## config.mk

```make
export PLATFORM = sky130hd
export DESIGN_NAME = fifo_wr_arbiter
export DESIGN_NICKNAME = d
export VERILOG_FILES = /design/src/rtl/fifo_arb_pkg.sv /design/src/rtl/rr_picker.sv /design/src/rtl/fifo_wr_arbiter.sv
export SDC_FILE = /design/constraint.sdc
export NUM_CORES = 1
export LEC_CHECK = 0
export ABC_CLOCK_PERIOD_IN_PS = 2400
export CAP_MARGIN = 30
export CORE_MARGIN = 2
export CORE_UTILIZATION = 38
export DETAILED_ROUTE_END_ITERATION = 10
export GPL_TIMING_DRIVEN = 0
export PLACE_DENSITY = 0.81
export SKIP_CTS_REPAIR_TIMING = 1
export SLEW_MARGIN = 30
export SYNTH_ARGS = -nofsm -noshare
export SYNTH_HDL_FRONTEND = slang
export SYNTH_SLANG_ARGS = --single-unit
```

## constraint.sdc

```tcl
create_clock -name wclk -period 2.4 [get_ports wclk]
set_clock_uncertainty 0.15 [all_clocks]
set_input_delay 0.36 -clock wclk [delete_from_list [all_inputs] [get_ports wclk]]
set_output_delay 0.36 -clock wclk [all_outputs]
set_load 0.05 [all_outputs]
```

## src/rtl/fifo_arb_pkg.sv

```systemverilog
// Shared types and helpers for the FIFO write-port arbiter.
package fifo_arb_pkg;

  typedef enum logic {
    ARB_IDLE  = 1'b0,
    ARB_BURST = 1'b1
  } arb_state_e;

  // Width needed to index n items; never returns less than 1.
  function automatic int unsigned clog2(input int unsigned n);
    int unsigned r;
    r = 0;
    for (int unsigned v = 1; v < n; v = v << 1) r++;
    return (r == 0) ? 1 : r;
  endfunction

endpackage

```

## src/rtl/rr_picker.sv

```systemverilog
// Round-robin search: first set request at or after ptr, wrapping modulo NUM_REQ.
module rr_picker
  import fifo_arb_pkg::*;
#(
  parameter int unsigned NUM_REQ = 4,
  parameter int unsigned IDX_W   = clog2(NUM_REQ)
) (
  input  logic [NUM_REQ-1:0] req,
  input  logic [IDX_W-1:0]   ptr,
  output logic [IDX_W-1:0]   pick,
  output logic               any
);

  always_comb begin
    int unsigned idx;
    idx  = 0;
    pick = '0;
    any  = 1'b0;
    for (int unsigned k = 0; k < NUM_REQ; k++) begin
      idx = (32'(ptr) + k) % NUM_REQ;
      if (!any && req[idx]) begin
        any  = 1'b1;
        pick = IDX_W'(idx);
      end
    end
  end

endmodule

```

## src/rtl/fifo_wr_arbiter.sv

```systemverilog
// Round-robin, burst-locked arbiter sharing the fifo_mem write port among NUM_REQ requesters.
module fifo_wr_arbiter
  import fifo_arb_pkg::*;
#(
  parameter int unsigned DATA_WIDTH = 32,
  parameter int unsigned NUM_REQ    = 4,
  parameter int unsigned MAX_BURST  = 8
) (
  input  logic                          wclk,
  input  logic                          wrst_n,
  input  logic [NUM_REQ-1:0]            req_valid,
  input  logic [NUM_REQ-1:0]            req_last,
  input  logic [NUM_REQ*DATA_WIDTH-1:0] req_data,
  output logic [NUM_REQ-1:0]            req_ready,
  input  logic                          wfull,
  output logic                          winc,
  output logic [DATA_WIDTH-1:0]         wdata,
  output logic                          gnt_vld,
  output logic [clog2(NUM_REQ)-1:0]     gnt_id,
  output logic                          busy
);

  localparam int unsigned IDX_W = clog2(NUM_REQ);
  localparam int unsigned CNT_W = clog2(MAX_BURST + 1);

  arb_state_e             state;
  logic [IDX_W-1:0]       ptr;
  logic [IDX_W-1:0]       pick;
  logic                   any;
  logic [IDX_W-1:0]       nxt_ptr;
  logic [CNT_W-1:0]       beat_cnt;
  logic                   out_vld;
  logic [DATA_WIDTH-1:0]  out_data;
  logic                   can_load;
  logic                   own_valid;
  logic                   own_last;
  logic [DATA_WIDTH-1:0]  own_data;
  logic                   xfer;
  logic                   last_beat;
  logic                   burst_done;

  rr_picker #(
    .NUM_REQ (NUM_REQ),
    .IDX_W   (IDX_W)
  ) u_picker (
    .req  (req_valid),
    .ptr  (ptr),
    .pick (pick),
    .any  (any)
  );

  // Owner's lane, selected by the registered grant index.
  always_comb begin
    own_valid = 1'b0;
    own_last  = 1'b0;
    own_data  = '0;
    for (int unsigned i = 0; i < NUM_REQ; i++) begin
      if (gnt_id == IDX_W'(i)) begin
        own_valid = req_valid[i];
        own_last  = req_last[i];
        own_data  = req_data[i*DATA_WIDTH +: DATA_WIDTH];
      end
    end
  end

  always_comb begin
    req_ready = '0;
    for (int unsigned i = 0; i < NUM_REQ; i++) begin
      req_ready[i] = (state == ARB_BURST) && (gnt_id == IDX_W'(i)) && can_load;
    end
  end

  assign can_load  = ~out_vld | ~wfull;
  assign winc      = out_vld & ~wfull;
  assign wdata     = out_data;
  assign busy      = gnt_vld | out_vld;
  assign xfer      = (state == ARB_BURST) && own_valid && can_load;
  assign last_beat = (beat_cnt == CNT_W'(MAX_BURST - 1));
  assign nxt_ptr   = (gnt_id == IDX_W'(NUM_REQ - 1)) ? '0 : gnt_id + 1'b1;

  // An idle owner only releases the port once the output stage could accept,
  // so a full FIFO never strands a burst half-way.
  assign burst_done = (state == ARB_BURST) &&
                      (xfer ? (own_last || last_beat) : (!own_valid && can_load));

  always_ff @(posedge wclk or negedge wrst_n) begin
    if (!wrst_n) begin
      state    <= ARB_IDLE;
      gnt_vld  <= 1'b0;
      gnt_id   <= '0;
      ptr      <= '0;
      beat_cnt <= '0;
    end else begin
      case (state)
        ARB_IDLE: begin
          if (any) begin
            gnt_id   <= pick;
            gnt_vld  <= 1'b1;
            beat_cnt <= '0;
            state    <= ARB_BURST;
          end
        end
        ARB_BURST: begin
          if (xfer) beat_cnt <= beat_cnt + 1'b1;
          if (burst_done) begin
            state   <= ARB_IDLE;
            gnt_vld <= 1'b0;
            ptr     <= nxt_ptr;
          end
        end
        default: state <= ARB_IDLE;
      endcase
    end
  end

  always_ff @(posedge wclk or negedge wrst_n) begin
    if (!wrst_n) begin
      out_vld  <= 1'b0;
      out_data <= '0;
    end else if (xfer) begin
      out_vld  <= 1'b1;
      out_data <= own_data;
    end else if (winc) begin
      out_vld  <= 1'b0;
    end
  end

endmodule

```

Word level (Yosys, flattened, before mapping)
Index checks and enable logic that the tools add are counted.

Add/sub/neg operators: 5. Order comparisons: 4. Equality and inequality tests: 7. Mux-type cells: 41. Bitwise logic cells: 6. Reduce and logical (&&, ||, !) cells: 26.

Operator list (count): 32-bit 2-to-1 mux (4); 1-bit 2-to-1 mux (23); 1-bit logical AND (15); 2-bit by 3-bit < comparator with 1-bit output (second input constant) (4); 2-bit 2-to-1 mux (5); 1-bit binary-select mux with 2-bit select (4); 4-bit 2-to-1 mux (2); 4-bit case mux with 2 select lines (1); 2-bit AND reduction (4); 2-bit by 1-bit adder with 2-bit output (second input constant) (2); 2-bit adder (second input constant) (2); 4-bit by 1-bit adder with 4-bit output (second input constant) (1); 2-bit == test (second input constant) (2); 4-bit by 3-bit == test with 1-bit output (second input constant) (1); 1-bit zero test (4); 2-bit by 1-bit inequality test with 1-bit output (second input constant) (2); 1-bit case mux with 2 select lines (2); 1-bit inverter (3); 2-bit by 1-bit == test with 1-bit output (second input constant) (1); 2-bit zero test (1); 2-bit inequality test (second input constant) (1); 1-bit OR (2); 2-bit nonzero test (1); 1-bit bitwise AND (1); 1-bit logical OR (1).

Bits in registers: 43. Logic and storage cells: 96.

Depth between registers and ports, before layout
Gate-level depths: netlist of run 1.

Depth in word-level cells: 14. Depth in mapped cells: 8.

Hierarchy
From an unflattened synthesis of run 1, not the netlist that was laid out.

Cells, all modules: 298. Area, all modules: 2916.5 um^2.

By module, submodules not included: fifo_wr_arbiter (times used 1, cells each 283, area each 2839.0 um^2, sequential area each 1076.0 um^2); rr_picker (times used 1, cells each 15, area each 77.6 um^2, sequential area each 0.0 um^2).

Worst setup path before layout of run 1
Ideal clock, no wire load.

Path kind: register -> output. Start: register gnt_id[0]. End: output port req_ready[3]. Arrival time: 2.081 ns. Required time: 1.890 ns. Path slack: -0.191 ns. Stages on the path, launching flop included: 6. Cells stage by stage: dfrtp_1 ha_1 buf_2 clkbuf_1 clkbuf_1 and2_1.

Word-level cells in the longest chain between the ends: 3.

Ends and longest elaborated chain: start, declared (line fifo_wr_arbiter.sv:19) `output logic [clog2(NUM_REQ)-1:0] gnt_id,`; start signal, assigned (line fifo_wr_arbiter.sv:97) `gnt_id <= pick;`; 2-bit == test (line fifo_wr_arbiter.sv:69) `req_ready[i] = (state == ARB_BURST) && (gnt_id == IDX_W'(i)) && can_load;`; 1-bit logical AND (2 in a row) (line fifo_wr_arbiter.sv:69); end, declared (line fifo_wr_arbiter.sv:14) `output logic [NUM_REQ-1:0] req_ready,`.

No other way between the ends.

Final worst setup path of run 1
Start: input port wfull. End: output port req_ready[0].

Word-level cells in the longest chain between the ends: 3.

Ends and longest elaborated chain: start, declared (line fifo_wr_arbiter.sv:15) `input logic wfull,`; 1-bit inverter (line fifo_wr_arbiter.sv:73) `assign can_load = ~out_vld | ~wfull;`; 1-bit OR (line fifo_wr_arbiter.sv:73); 1-bit logical AND (line fifo_wr_arbiter.sv:69).

No other way between the ends.

==> results of run 1 <==
kinds of logic (layout without fill, tap and decap cells):
| family | count (synthesis) | after routing |
|---|---|---|
| buffers and inverters | 35 | 226 |
| and+or+nand+nor | 92 | 92 |
| muxes | 39 | 39 |
| adders and majority gates | 5 | 5 |
| AOI/OAI and AO/OA | 84 | 84 |
| DFF | 43 | 43 |
flip-flops by register name, indices dropped and copies added, names as in the netlist:
name,flops
state,1
gnt_vld,1
ptr,2
out_vld,1
gnt_id,2
wdata,32
beat_cnt,4
worst max-delay path by stage:
stage                                from                     to  cells after the start
floorplan           gnt_id[0]$_DFFE_PN0P_           req_ready[2]                      5
global placement    gnt_id[0]$_DFFE_PN0P_           req_ready[3]                      6
detailed placement  gnt_id[0]$_DFFE_PN0P_           req_ready[3]                      6
CTS                 gnt_id[0]$_DFFE_PN0P_           req_ready[3]                      6
global route        gnt_id[0]$_DFFE_PN0P_  wdata[20]$_DFFE_PN0P_                      7
finish                              wfull           req_ready[0]                      4
synthesized netlist by cell type, types with 2 or more instances:
master,instances,area share (%)
dfrtp_1,43,36
nand2_1,40,5.0
nor2b_1,33,6.9
a221oi_1,32,9.3
o31ai_1,31,7.8
mux2_4,30,15
clkbuf_1,13,1.6
inv_1,9,1.1
buf_2,8,1.3
o21ai_0,6,1.0
a21oi_1,5,0.83
ha_1,5,2.1
mux2i_1,5,1.7
and2_1,4,0.83
mux2_2,4,1.5
buf_6,3,1.1
nand3_1,3,0.50
nor2_1,3,0.38
a22o_1,2,0.58
buf_1,2,0.25
nand3b_1,2,0.50
per-layer routing:
layer	vias to the layer above	routed length, um	part of all wire (%)	GRT usage (%)
met4	0	146	1.4	5.15
met5	-	0	0	0
met1	1531	4500	43	29.7
met2	121	5270	50	41.8
li1	1487	-	-	-
met3	12	618	5.9	4.64
layout make-up:
type | instances | share of cell area (%)
Buffer | 26 | 3.37
Tap cell | 102 | 2.49
Timing Repair Buffer | 183 | 35.5
Sequential cell | 43 | 21.0
Clock buffer | 6 | 1.61
Clock inverter | 2 | 0.684
Multi-Input combinational cell | 220 | 34.7
Inverter | 9 | 0.659
through the flow:
step | setup slack (ns) | total power, mW
global placement | -0.778 | 6.39
global route | -0.0116 | 7.66
floorplan | 0.0996 | 4.95
CTS | -1.12 | 7.12
finish | 0.0570 | 7.24
detailed placement | -0.778 | 6.50
power by group through the flow:
stage          Sequential (mW)  Combinational, mW  Clock [mW]
2_1_floorplan             2.26               2.69           0
3_3_place_gp              1.30               5.09           0
3_5_place_dp              1.32               5.19           0
4_1_cts                   1.31               5.20       0.601
5_1_grt                   1.37               5.66       0.631
6_report                  1.32               5.34       0.586
worst reg2reg max path: cells and delay by family, from the launching register on:
kind | cells | cell delay, ns
buf+inv | 2 | 0.37
simple gates | 2 | 0.62
fa+ha+maj | 1 | 0.20
compound gates | 1 | 0.09
flops | 1 | 0.46
mux | 1 | 0.32
==> flow_summary.yaml, run 1 <==
min_path:
  hp-start: "beat_cnt[3]$_DFFE_PN0P_"
  hold_path_class: "flop to flop"
  whs_path_depth: 1
  holdPathEnd: "beat_cnt[3]$_DFFE_PN0P_"
global_routing:
  grt_pass1_wl_um: 16000
  grt_usage_pct: 23.6
  grt_overflow: 0
  grt_max_degree: 44
  antenna_found_initial: 0
  grt_pass1_vias: 3225
drt:
  drc_errors: 0
  vias_per_cell: 5.33
  dr.first_iter.drc_count: 51
  ant_nets: 0
  wl_per_cell_um: 17.8
  firstDrtPassIters: 4
  wirelength_um: 10500
  vias: 3151
logic_synthesis:
  synth.cell_area_um2: 3000
  ys.flop_type: "dfrtp_1"
  ys_ff_latch: 43
  synth_simple_gate_area_share_pct: 16.1
  async_reset_ff_share_pct: 100
  synth_area_per_cell_um2: 10.1
  synth-xor-area-share_pct: 0
  syn_inst: 298
  synth_top_family_by_area: "compound AO/OA/AOI/OAI gates"
  synth_compound_area_share_pct: 22.3
  synthMuxAreaShare_pct: 18.2
  synthAdderAreaFrac_pct: 2.09
  seq_area_frac_synth_pct: 35.9
  ys_warn_count: 0
  synth_edf_count: 0
  syn-num-nets: 442
  ys_types: 36
sta:
  fin_tns_setup_ns: 0
  timing.hold.ws_ns: 0.336
  worst_pin_slew_ns: 0.578
  hold_viol: 0
  relSlewSlack_pct: 61.4
  setup_viol: 0
  rsz0062_at_grt: "yes"
  drv_slew: 0
  final.min_clock_period_ns: 2.34
  period_share_pct: 97.6
  fmax_mhz: 427
finish:
  multi_input_area_um2: 1780
  layout-drive-gt1-share_pct: 16.6
  diodes: 0
  syn2layout_area_growth_pct: 70.9
  regArea_um2: 1080
  final_common_cell: "clkdlybuf4s50_1"
  final_util_pct: 66.7
  finalNonFillerCells: 591
  fill_cells: 638
  mostFrequentLayoutCells: "clkdlybuf4s50_1, dfrtp_1, nand2_1, nor2b_1"
  layout.nets: 632
  final_cell_area_um2: 5120
worst_setup_path:
  crit_path_max_fanout: 8
  critPathTopFamily: "buffers and inverters"
  critPathRequiredTime_ns: 1.89
  r2r_cells: 7
  timing.rr.end: "wdata[5]$_DFFE_PN0P_"
  crit_type: "input pin to primary output"
  crit_path_cell_trace: "clkdlybuf4s50_1 > a21boi_2 > and2_1 > dlymetal6s2s_1"
  crit_path_end_kind: "primary output"
  rr_startpoint: "gnt_id[0]$_DFFE_PN0P_"
  cp_num_buf_inv: 2
  slowest_stage: "clkdlybuf4s50_1"
  start_kind: "input pin"
  rrSetupSlack_ns: 0.07
  cp.arrival_ns: 1.83
  critPathMaxStageDelay_ns: 0.46
cts:
  cts_max_level: 2
  cts.sinks: 43
  path_clk_slew_ns: 0.08
  clk_path_buf_depth: 2
  cts_root_buf: "clkbuf_8"
  clock_latency_ns: 0.29
  numCtsBuffers: 5
  cts_tree: "yes"
floorplan:
  std_cell_rows: 32
  die_w_um: 92.8
  ios: 180
  die_area_um2: 8620
  core_um2: 7690
  die_y_um: 92.8
  start_util_pct: 39.0
run:
  maxCapViolations: 0
place:
  dp.cells: 579
  dpl_cell_area_um2: 4920
  io_buffers: 179
  place_hpwl_um: 7830
  gp_congestion: 0.820
power_and_ir_drop:
  netSwitchingPower_mw: 3.38
  power.switching_fraction_pct: 46.7
  comb_power_share_pct: 73.7
  power.density_nw_per_um2: 1410
  sequentialPowerShare_pct: 18.2
  peakVddDrop_mv: 0.628
  p_int_mw: 3.86
  clock_power_share_pct: 8.1
  p_leak_nw: 2.16
run_status:
  status: "complete, no violations"
Note: power is estimated with default switching activity, not from simulation.
==> run 2: changes to the inputs <==
--- a/config.mk
+++ b/config.mk
@@ -12,7 +12,9 @@
 export DETAILED_ROUTE_END_ITERATION = 10
 export GPL_TIMING_DRIVEN = 0
 export PLACE_DENSITY = 0.81
+export RECOVER_POWER = 100
 export SKIP_CTS_REPAIR_TIMING = 1
+export SKIP_LAST_GASP = 1
 export SLEW_MARGIN = 30
 export SYNTH_ARGS = -nofsm -noshare
 export SYNTH_HDL_FRONTEND = slang
==> flow_summary.yaml, run 2 (synthesis gave the netlist of run 1 again) <==
finish:
  layout.nets: 632
  diodes: 0
  syn2layout_area_growth_pct: 70.1
  layout-drive-gt1-share_pct: 16.2
  finalNonFillerCells: 591
  largest_reg_flops: 32
  final_cell_area_um2: 5100
  final_common_cell: "clkdlybuf4s50_1"
  mostFrequentLayoutCells: "clkdlybuf4s50_1, dfrtp_1, nand2_1, dlygate4sd3_1, nor2b_1"
worst_setup_path:
  timing.rr.end: "wdata[5]$_DFFE_PN0P_"
  critPathRequiredTime_ns: 1.89
  crit_path_end_kind: "primary output"
  rr_startpoint: "gnt_id[0]$_DFFE_PN0P_"
  cp.arrival_ns: 2.07
  rrSetupSlack_ns: -0.06
  crit_type: "flop to primary output"
  start_kind: "flop"
  r2r_cells: 7
  crit_path_max_fanout: 10
drt:
  wirelength_um: 10500
  vias: 3151
  ant_nets: 0
  firstDrtPassIters: 4
  wl_per_cell_um: 17.8
  dr.first_iter.drc_count: 69
  drc_errors: 0
  vias_per_cell: 5.33
floorplan:
  std_cell_rows: 32
  ios: 180
  start_util_pct: 39.0
  die_w_um: 92.8
  die_area_um2: 8620
  core_um2: 7690
  die_y_um: 92.8
run:
  maxCapViolations: 0
sta:
  period_share_pct: 107
  hold_viol: 0
  final.min_clock_period_ns: 2.58
  setup_ws_ns: -0.180
  fmax_mhz: 388
  rsz0062_at_grt: "yes"
  setup_viol: 9
  relSlewSlack_pct: 27.4
  drv_slew: 0
  fin_tns_setup_ns: -0.568
  worst_pin_slew_ns: 1.09
min_path:
  holdPathEnd: "beat_cnt[3]$_DFFE_PN0P_"
  hp-start: "beat_cnt[3]$_DFFE_PN0P_"
  hold_path_class: "flop to flop"
  whs_path_depth: 1
cts:
  cts_max_level: 2
  numCtsBuffers: 5
  path_clk_slew_ns: 0.09
  cts.sinks: 43
  clk_path_buf_depth: 2
  clock_latency_ns: 0.29
  cts_root_buf: "clkbuf_8"
  cts_tree: "yes"
global_routing:
  grt_pass1_wl_um: 16000
  grt_pass1_vias: 3225
  grt_overflow: 0
  antenna_found_initial: 0
  grt_max_degree: 44
  grt_usage_pct: 23.6
power_and_ir_drop:
  comb_power_share_pct: 73.3
  sequentialPowerShare_pct: 18.5
  p_leak_nw: 2.20
  p_int_mw: 3.73
  power.switching_fraction_pct: 47.4
  netSwitchingPower_mw: 3.36
  power.density_nw_per_um2: 1390
  peakVddDrop_mv: 0.611
  clock_power_share_pct: 8.2
place:
  dpl_cell_area_um2: 4920
  gp_congestion: 0.820
  place_hpwl_um: 7830
  io_buffers: 179
  dp.cells: 579
run_status:
  status: "complete, but fails checks"
  violations: "setup timing"
==> run 2: worst max path at each step <==
stage / start / to / slack, ns / cells past startpoint
finish: gnt_id[0]$_DFFE_PN0P_ / req_ready[3] / -0.18 / 6
global route: gnt_id[0]$_DFFE_PN0P_ / req_ready[3] / -0.30 / 6
CTS: gnt_id[0]$_DFFE_PN0P_ / req_ready[3] / -1.12 / 6
detailed placement: gnt_id[0]$_DFFE_PN0P_ / req_ready[3] / -0.78 / 6
global placement: gnt_id[0]$_DFFE_PN0P_ / req_ready[3] / -0.78 / 6
floorplan: gnt_id[0]$_DFFE_PN0P_ / req_ready[2] / 0.1 / 5
==> run 2: per-layer routing <==
layer / vias up / routed length [um] / GRT usage [%]
li1: 1488 / - / -
met1: 1531 / 4510 / 29.7
met2: 120 / 5240 / 41.8
met3: 12 / 610 / 4.64
met4: 0 / 140 / 5.15
met5: - / 0 / 0
==> run 2: layout make-up <==
type,count,area (um2)
buffer,26,156
inverter,9,33.8
tap,102,128
multi-input combinational,220,1770
clock buffer,6,82.6
sequential,43,1080
timing repair buffer,183,1810
fill,646,2590
clock inverter,2,35.0
==> run 2: power by group through the flow <==
stage	clock network [mW]	registers, mW	logic, mW
CTS	0.601	1.31	5.20
finish	0.584	1.31	5.19
global route	0.631	1.35	5.53
global placement	0	1.30	5.09
detailed placement	0	1.32	5.19
floorplan	0	2.26	2.69
==> run 2: critical path, stage by stage (launching register included) <==
cell and delay (ns):
dfrtp_2 0.44, ha_1 0.16, buf_2 0.19, clkbuf_2 0.28, buf_2 0.28, and2_2 0.17
clkbuf_2 0.26
==> run 2: stage by stage <==
step	setup WS (ns)	total power, mW	hold slack (ns)	util, %
3_3_place_gp	-0.778	6.39	0.309	64.0
4_1_cts	-1.12	7.12	-0.0842	65.5
5_1_grt	-0.297	7.51	0.361	66.3
2_1_floorplan	0.0996	4.95	-0.0856	-
3_5_place_dp	-0.778	6.50	0.239	64.0
6_report	-0.180	7.08	0.339	66.3
==> run 3: changes to the inputs <==
--- a/config.mk
+++ b/config.mk
@@ -7,11 +7,13 @@
 export LEC_CHECK = 0
 export ABC_CLOCK_PERIOD_IN_PS = 2400
 export CAP_MARGIN = 30
+export CELL_PAD_IN_SITES_DETAIL_PLACEMENT = 0
+export CELL_PAD_IN_SITES_GLOBAL_PLACEMENT = 1
 export CORE_MARGIN = 2
-export CORE_UTILIZATION = 38
+export CORE_UTILIZATION = 27
 export DETAILED_ROUTE_END_ITERATION = 10
 export GPL_TIMING_DRIVEN = 0
-export PLACE_DENSITY = 0.81
+export PLACE_DENSITY = 0.82
 export RECOVER_POWER = 100
 export SKIP_CTS_REPAIR_TIMING = 1
 export SKIP_LAST_GASP = 1
==> flow_summary.yaml, run 3 (synthesis gave the netlist of run 1 again) <==
cts:
  numCtsBuffers: 5
  cts_max_level: 2
  cts_root_buf: "clkbuf_8"
  cts.sinks: 43
  path_clk_slew_ns: 0.08
  cts_tree: "yes"
  clock_latency_ns: 0.30
  clk_path_buf_depth: 2
global_routing:
  grt_max_degree: 44
  grt_usage_pct: 17.7
  grt_pass1_vias: 3221
  grt_pass1_wl_um: 16300
  antenna_found_initial: 0
  grt_overflow: 0
drt:
  ant_nets: 0
  wirelength_um: 11000
  vias: 3122
  wl_per_cell_um: 17.5
  firstDrtPassIters: 4
  dr.first_iter.drc_count: 115
  drc_errors: 0
  vias_per_cell: 4.98
worst_setup_path:
  critPathRequiredTime_ns: 1.89
  crit_type: "flop to primary output"
  rr_startpoint: "gnt_id[0]$_DFFE_PN0P_"
  start_kind: "flop"
  timing.rr.end: "wdata[9]$_DFFE_PN0P_"
  crit_path_max_fanout: 10
  cp.arrival_ns: 2.02
  crit_end: "req_ready[3]"
  crit_start: "gnt_id[0]$_DFFE_PN0P_"
  rrSetupSlack_ns: -0.02
  crit_path_end_kind: "primary output"
  r2r_cells: 7
run:
  maxCapViolations: 0
finish:
  largest_reg_flops: 32
  syn2layout_area_growth_pct: 71.1
  layout-drive-gt1-share_pct: 14.8
  mostFrequentLayoutCells: "clkdlybuf4s50_1, dfrtp_1, nand2_1, dlygate4sd3_1"
  final_common_cell: "clkdlybuf4s50_1"
  diodes: 0
  layout.nets: 630
sta:
  hold_viol: 0
  setup_ws_ns: -0.128
  period_share_pct: 105
  rsz0062_at_grt: "yes"
  fin_tns_setup_ns: -0.235
  fmax_mhz: 396
  worst_pin_slew_ns: 1.13
  relSlewSlack_pct: 24.8
  setup_viol: 9
  drv_slew: 0
  final.min_clock_period_ns: 2.53
power_and_ir_drop:
  power_mw: 7.01
  peakVddDrop_mv: 0.568
  p_leak_nw: 2.18
  power.density_nw_per_um2: 1370
floorplan:
  ios: 180
  die_y_um: 109
  std_cell_rows: 38
  core_um2: 10800
  die_area_um2: 12000
  start_util_pct: 27.7
  die_w_um: 109
place:
  place_hpwl_um: 8280
  gp_congestion: 0.795
  io_buffers: 179
min_path:
  hold_path_class: "flop to flop"
run_status:
  violations: "setup timing"
  status: "complete, but fails checks"
[run 3: cell count changes in the layout (fill, tap and decap cells not counted), sizes merged]
cell | previous run | this run
clkbuf | 28 | 26
[run 3: worst max-delay path, cell delays in order (launching register included)]
cell and delay, ns:
dfrtp_2 0.43, ha_1 0.17, buf_2 0.19, buf_2 0.26, clkbuf_4 0.26, and2_2 0.15
clkbuf_2 0.27
[run 3: how the worst min path moves through the flow]
| stage | start | to | slack (ns) | depth (start not counted) |
|---|---|---|---|---|
| after floorplan | wrst_n | beat_cnt[0]$_DFFE_PN0P_ | -0.09 | 0 |
| after global placement | beat_cnt[3]$_DFFE_PN0P_ | beat_cnt[3]$_DFFE_PN0P_ | 0.31 | 1 |
| after detailed placement | wrst_n | wdata[29]$_DFFE_PN0P_ | 0.26 | 1 |
| after CTS | wrst_n | wdata[29]$_DFFE_PN0P_ | -0.07 | 1 |
| after global routing | wdata[19]$_DFFE_PN0P_ | wdata[19]$_DFFE_PN0P_ | 0.37 | 1 |
| final | beat_cnt[3]$_DFFE_PN0P_ | beat_cnt[3]$_DFFE_PN0P_ | 0.32 | 1 |
[run 3: cell type report]
cell class | count | area [um2]
inverters | 9 | 33.8
plain buffers | 26 | 154
clock buffers | 6 | 82.6
repair buffers | 181 | 1800
well taps | 140 | 175
fillers | 1077 | 5710
flip-flops and latches | 43 | 1080
multi-input cells | 220 | 1770
clock inverters | 2 | 35.0
[run 3: metal layers]
layer,share of wire (%),vias to the layer above,track usage [%]
met5,0,-,0
met4,1.0,0,3.62
met3,8.0,6,4.15
met2,49,122,31.2
met1,42,1510,21.9
li1,-,1484,-
[run 3: stage by stage]
stage | setup WS (ns) | utilization, % | std cells | hold WS (ns) | cell area (um2)
3_3_place_gp | -0.842 | 45.8 | 617 | 0.306 | 4970
5_1_grt | -0.308 | 47.3 | 627 | 0.367 | 5130
2_1_floorplan | 0.0996 | - | 298 | -0.0856 | 3000
6_report | -0.128 | 47.3 | 627 | 0.319 | 5130
4_1_cts | -1.19 | 46.9 | 625 | -0.0720 | 5080
3_5_place_dp | -0.844 | 45.8 | 617 | 0.258 | 4970
[run 3: report_power, final]
group          switching [mW]  total (mW)  internal (mW)
clock network           0.267       0.605          0.337
registers               0.216        1.30           1.08
logic                    2.86        5.11           2.25
==> RTL edit (config.mk and constraints of run 3) <==
`NUM_REQ` is set to 4 in 2 places; all go to 2.
--- a/src/rtl/rr_picker.sv
+++ b/src/rtl/rr_picker.sv
@@ -2,7 +2,7 @@
 module rr_picker
   import fifo_arb_pkg::*;
 #(
-  parameter int unsigned NUM_REQ = 4,
+  parameter int unsigned NUM_REQ = 2,
   parameter int unsigned IDX_W   = clog2(NUM_REQ)
 ) (
   input  logic [NUM_REQ-1:0] req,
--- a/src/rtl/fifo_wr_arbiter.sv
+++ b/src/rtl/fifo_wr_arbiter.sv
@@ -3,7 +3,7 @@
   import fifo_arb_pkg::*;
 #(
   parameter int unsigned DATA_WIDTH = 32,
-  parameter int unsigned NUM_REQ    = 4,
+  parameter int unsigned NUM_REQ    = 2,
   parameter int unsigned MAX_BURST  = 8
 ) (
   input  logic                          wclk,
Interface: changed (5 resized); port bits go from 180 to 109. The function was not compared with the original's and may differ.
==> RTL edit against run 3 <==
  * The flow still finishes with violations (setup timing)
  * Final area down 31%
  * Area after synthesis down 26%
  * Sequential cell count decreased by 2
  * Total power decreased by 27%
  * Highest routed layer unchanged
  * Non-clock buffer count decreased by 79
  * Wire length fell by 47%
  * Setup slack better by 0.095 ns
  * Worst hold slack improved by 0.012 ns
==> RTL edit: results (changes against run 3) <==
For this design, the slowest cell found on the critical path is sky130_fd_sc_hd__clkdlybuf4s50_1. The sequential group share of total power is 23.7% (+5.2 points), and the per-cell routed wire length is 14.2 um (-19%). Setup slack of the worst register-to-register path: 0.44 ns (+0.46 ns). For the met2 global-route usage, the log shows 23.0% (-8.1 points). The final reports fail on setup timing. The clock network area share was 3.29% (+1.0 points). The number of filler cells placed in the layout came out at 784 (-27%). Sorting the synthesized cells by how often they occur yields sky130_fd_sc_hd__dfrtp_1, sky130_fd_sc_hd__mux2i_1, sky130_fd_sc_hd__a21oi_1, sky130_fd_sc_hd__a31oi_2, sky130_fd_sc_hd__a31oi_1. The total detailed-routing wirelength came out at 5860 um (-47%).

The maximum number of pins on one net before global-route repair came out at 23 (-48%). The run gives 2.15% (-2.0 points) as the met3 track demand over resource. The final-layout non-clock buffer area share is 34.2% (-3.9 points). The tools report the cell count after placement as 405 (-34%). Critical register-to-register path endpoint: wdata[21]. The cell leakage power is 1.46 nW (-33%), and the first-pass GRT wire length is 9100 um (-44%). The tools report the startpoint of the most critical register-to-register path as gnt_id. The tools report the wire length on met2 as 2970 um (-44%). The run gives 286 um (-67%) as the routed length on met3. The buffer count excluding the clock tree in the final layout came out at 128 (-38%).

The count of buffers inserted at the top-level ports works out to 108 (-40%). For the count of mapped cells out of synthesis, the log shows 191 (-36%). The tools report the post-route met1 wirelength as 2530 um (-45%).

The sequential cell area share is 29.0% (+8.0 points). The final weighted congestion in routability-driven placement was 0.765 (-3.8%). The logs give 1 (-8) for the count of final setup violators and 263 (-40%) for the synthesized netlist net count. The tools report the register area as 1030 um2 (-4.9%). The headroom to the max-slew limit came out at 24.5% (-0.27 points). The row count was 33 (-13%). In the post-synthesis netlist, the biggest area contributors are sky130_fd_sc_hd__dfrtp_1, sky130_fd_sc_hd__mux2i_1, sky130_fd_sc_hd__a31oi_2.

The largest stage delay on the critical path is 0.49 ns (+0.06 ns). The total internal power was 2.54 mW (-31%). The run finished, with violations left. For the final worst hold slack, the log shows 0.331 ns (+0.0118 ns). The final worst slack was -0.0327 ns (+0.0949 ns); the number of different library cells in the post-synthesis netlist was 28 (-22%).

The clock tree buffer count of the final layout is 7 (+1), and the standard cell area after detailed placement is 3470 um2 (-30%). The global-route track usage on met1 is 16.2% (-5.8 points), and the multi-input gate area in the final layout is 1040 um2 (-41%). Clock group total power: 0.566 mW (-6.4%). The tools report the aggregate negative setup slack as -0.0327 ns (+0.202 ns).

The tools report the highest ir drop seen on vdd as 0.572 mV (+0.72%). The tools report the share of total power in combinational logic as 65.2% (-7.7 points). Share of post-route cells with drive strength above 1: 14.9% (+0.10 points).

The initial DRC count is 50 (-57%), and the cell count of the worst reg-to-reg path is 4 (-3). The number of nets at the end of the flow was 380 (-40%); the number of non-clock inverters was 3 (-6). The run gives -0.444 ns (+0.400 ns) as the worst slack after detailed placement.

The clock sink total was 41 (-4.7%); the total routing resource utilization after global routing was 13.0% (-4.6 points). The post-detailed-placement half-perimeter wirelength came out at 4440 um (-46%).
## RTL edit: cell types whose count changed after synthesis, sizes merged, moves of 28 or more
cell	delta
mux2i	+32
nand2	-36
o31ai	-31
a21oi	+28
a221oi	-32
nor2b	-33
mux2	-33
a31oi	+34
## RTL edit: how the worst max path moves through the flow
stage	from	end	slack, ns
finish	wfull	req_ready[1]	-0.03
global route	wfull	req_ready[1]	-0.13
CTS	wfull	req_ready[1]	-0.45
detailed placement	wfull	req_ready[1]	-0.44
global placement	wfull	req_ready[1]	-0.45
floorplan	gnt_id	req_ready[0]	0.21
## RTL edit: kinds of logic (layout without fill, tap and decap cells)
kind of cell             after synthesis  in the layout  synth area share, %
adder cells (fa/ha/maj)                1              1                0.560
multiplexers                          38             38                 17.3
buffers and inverters                 21            139                 6.89
AND/OR/NAND/NOR                       17             17                 3.87
AO/OA/AOI/OAI                         73             73                 25.4
flip-flops                            41             41                 46.0
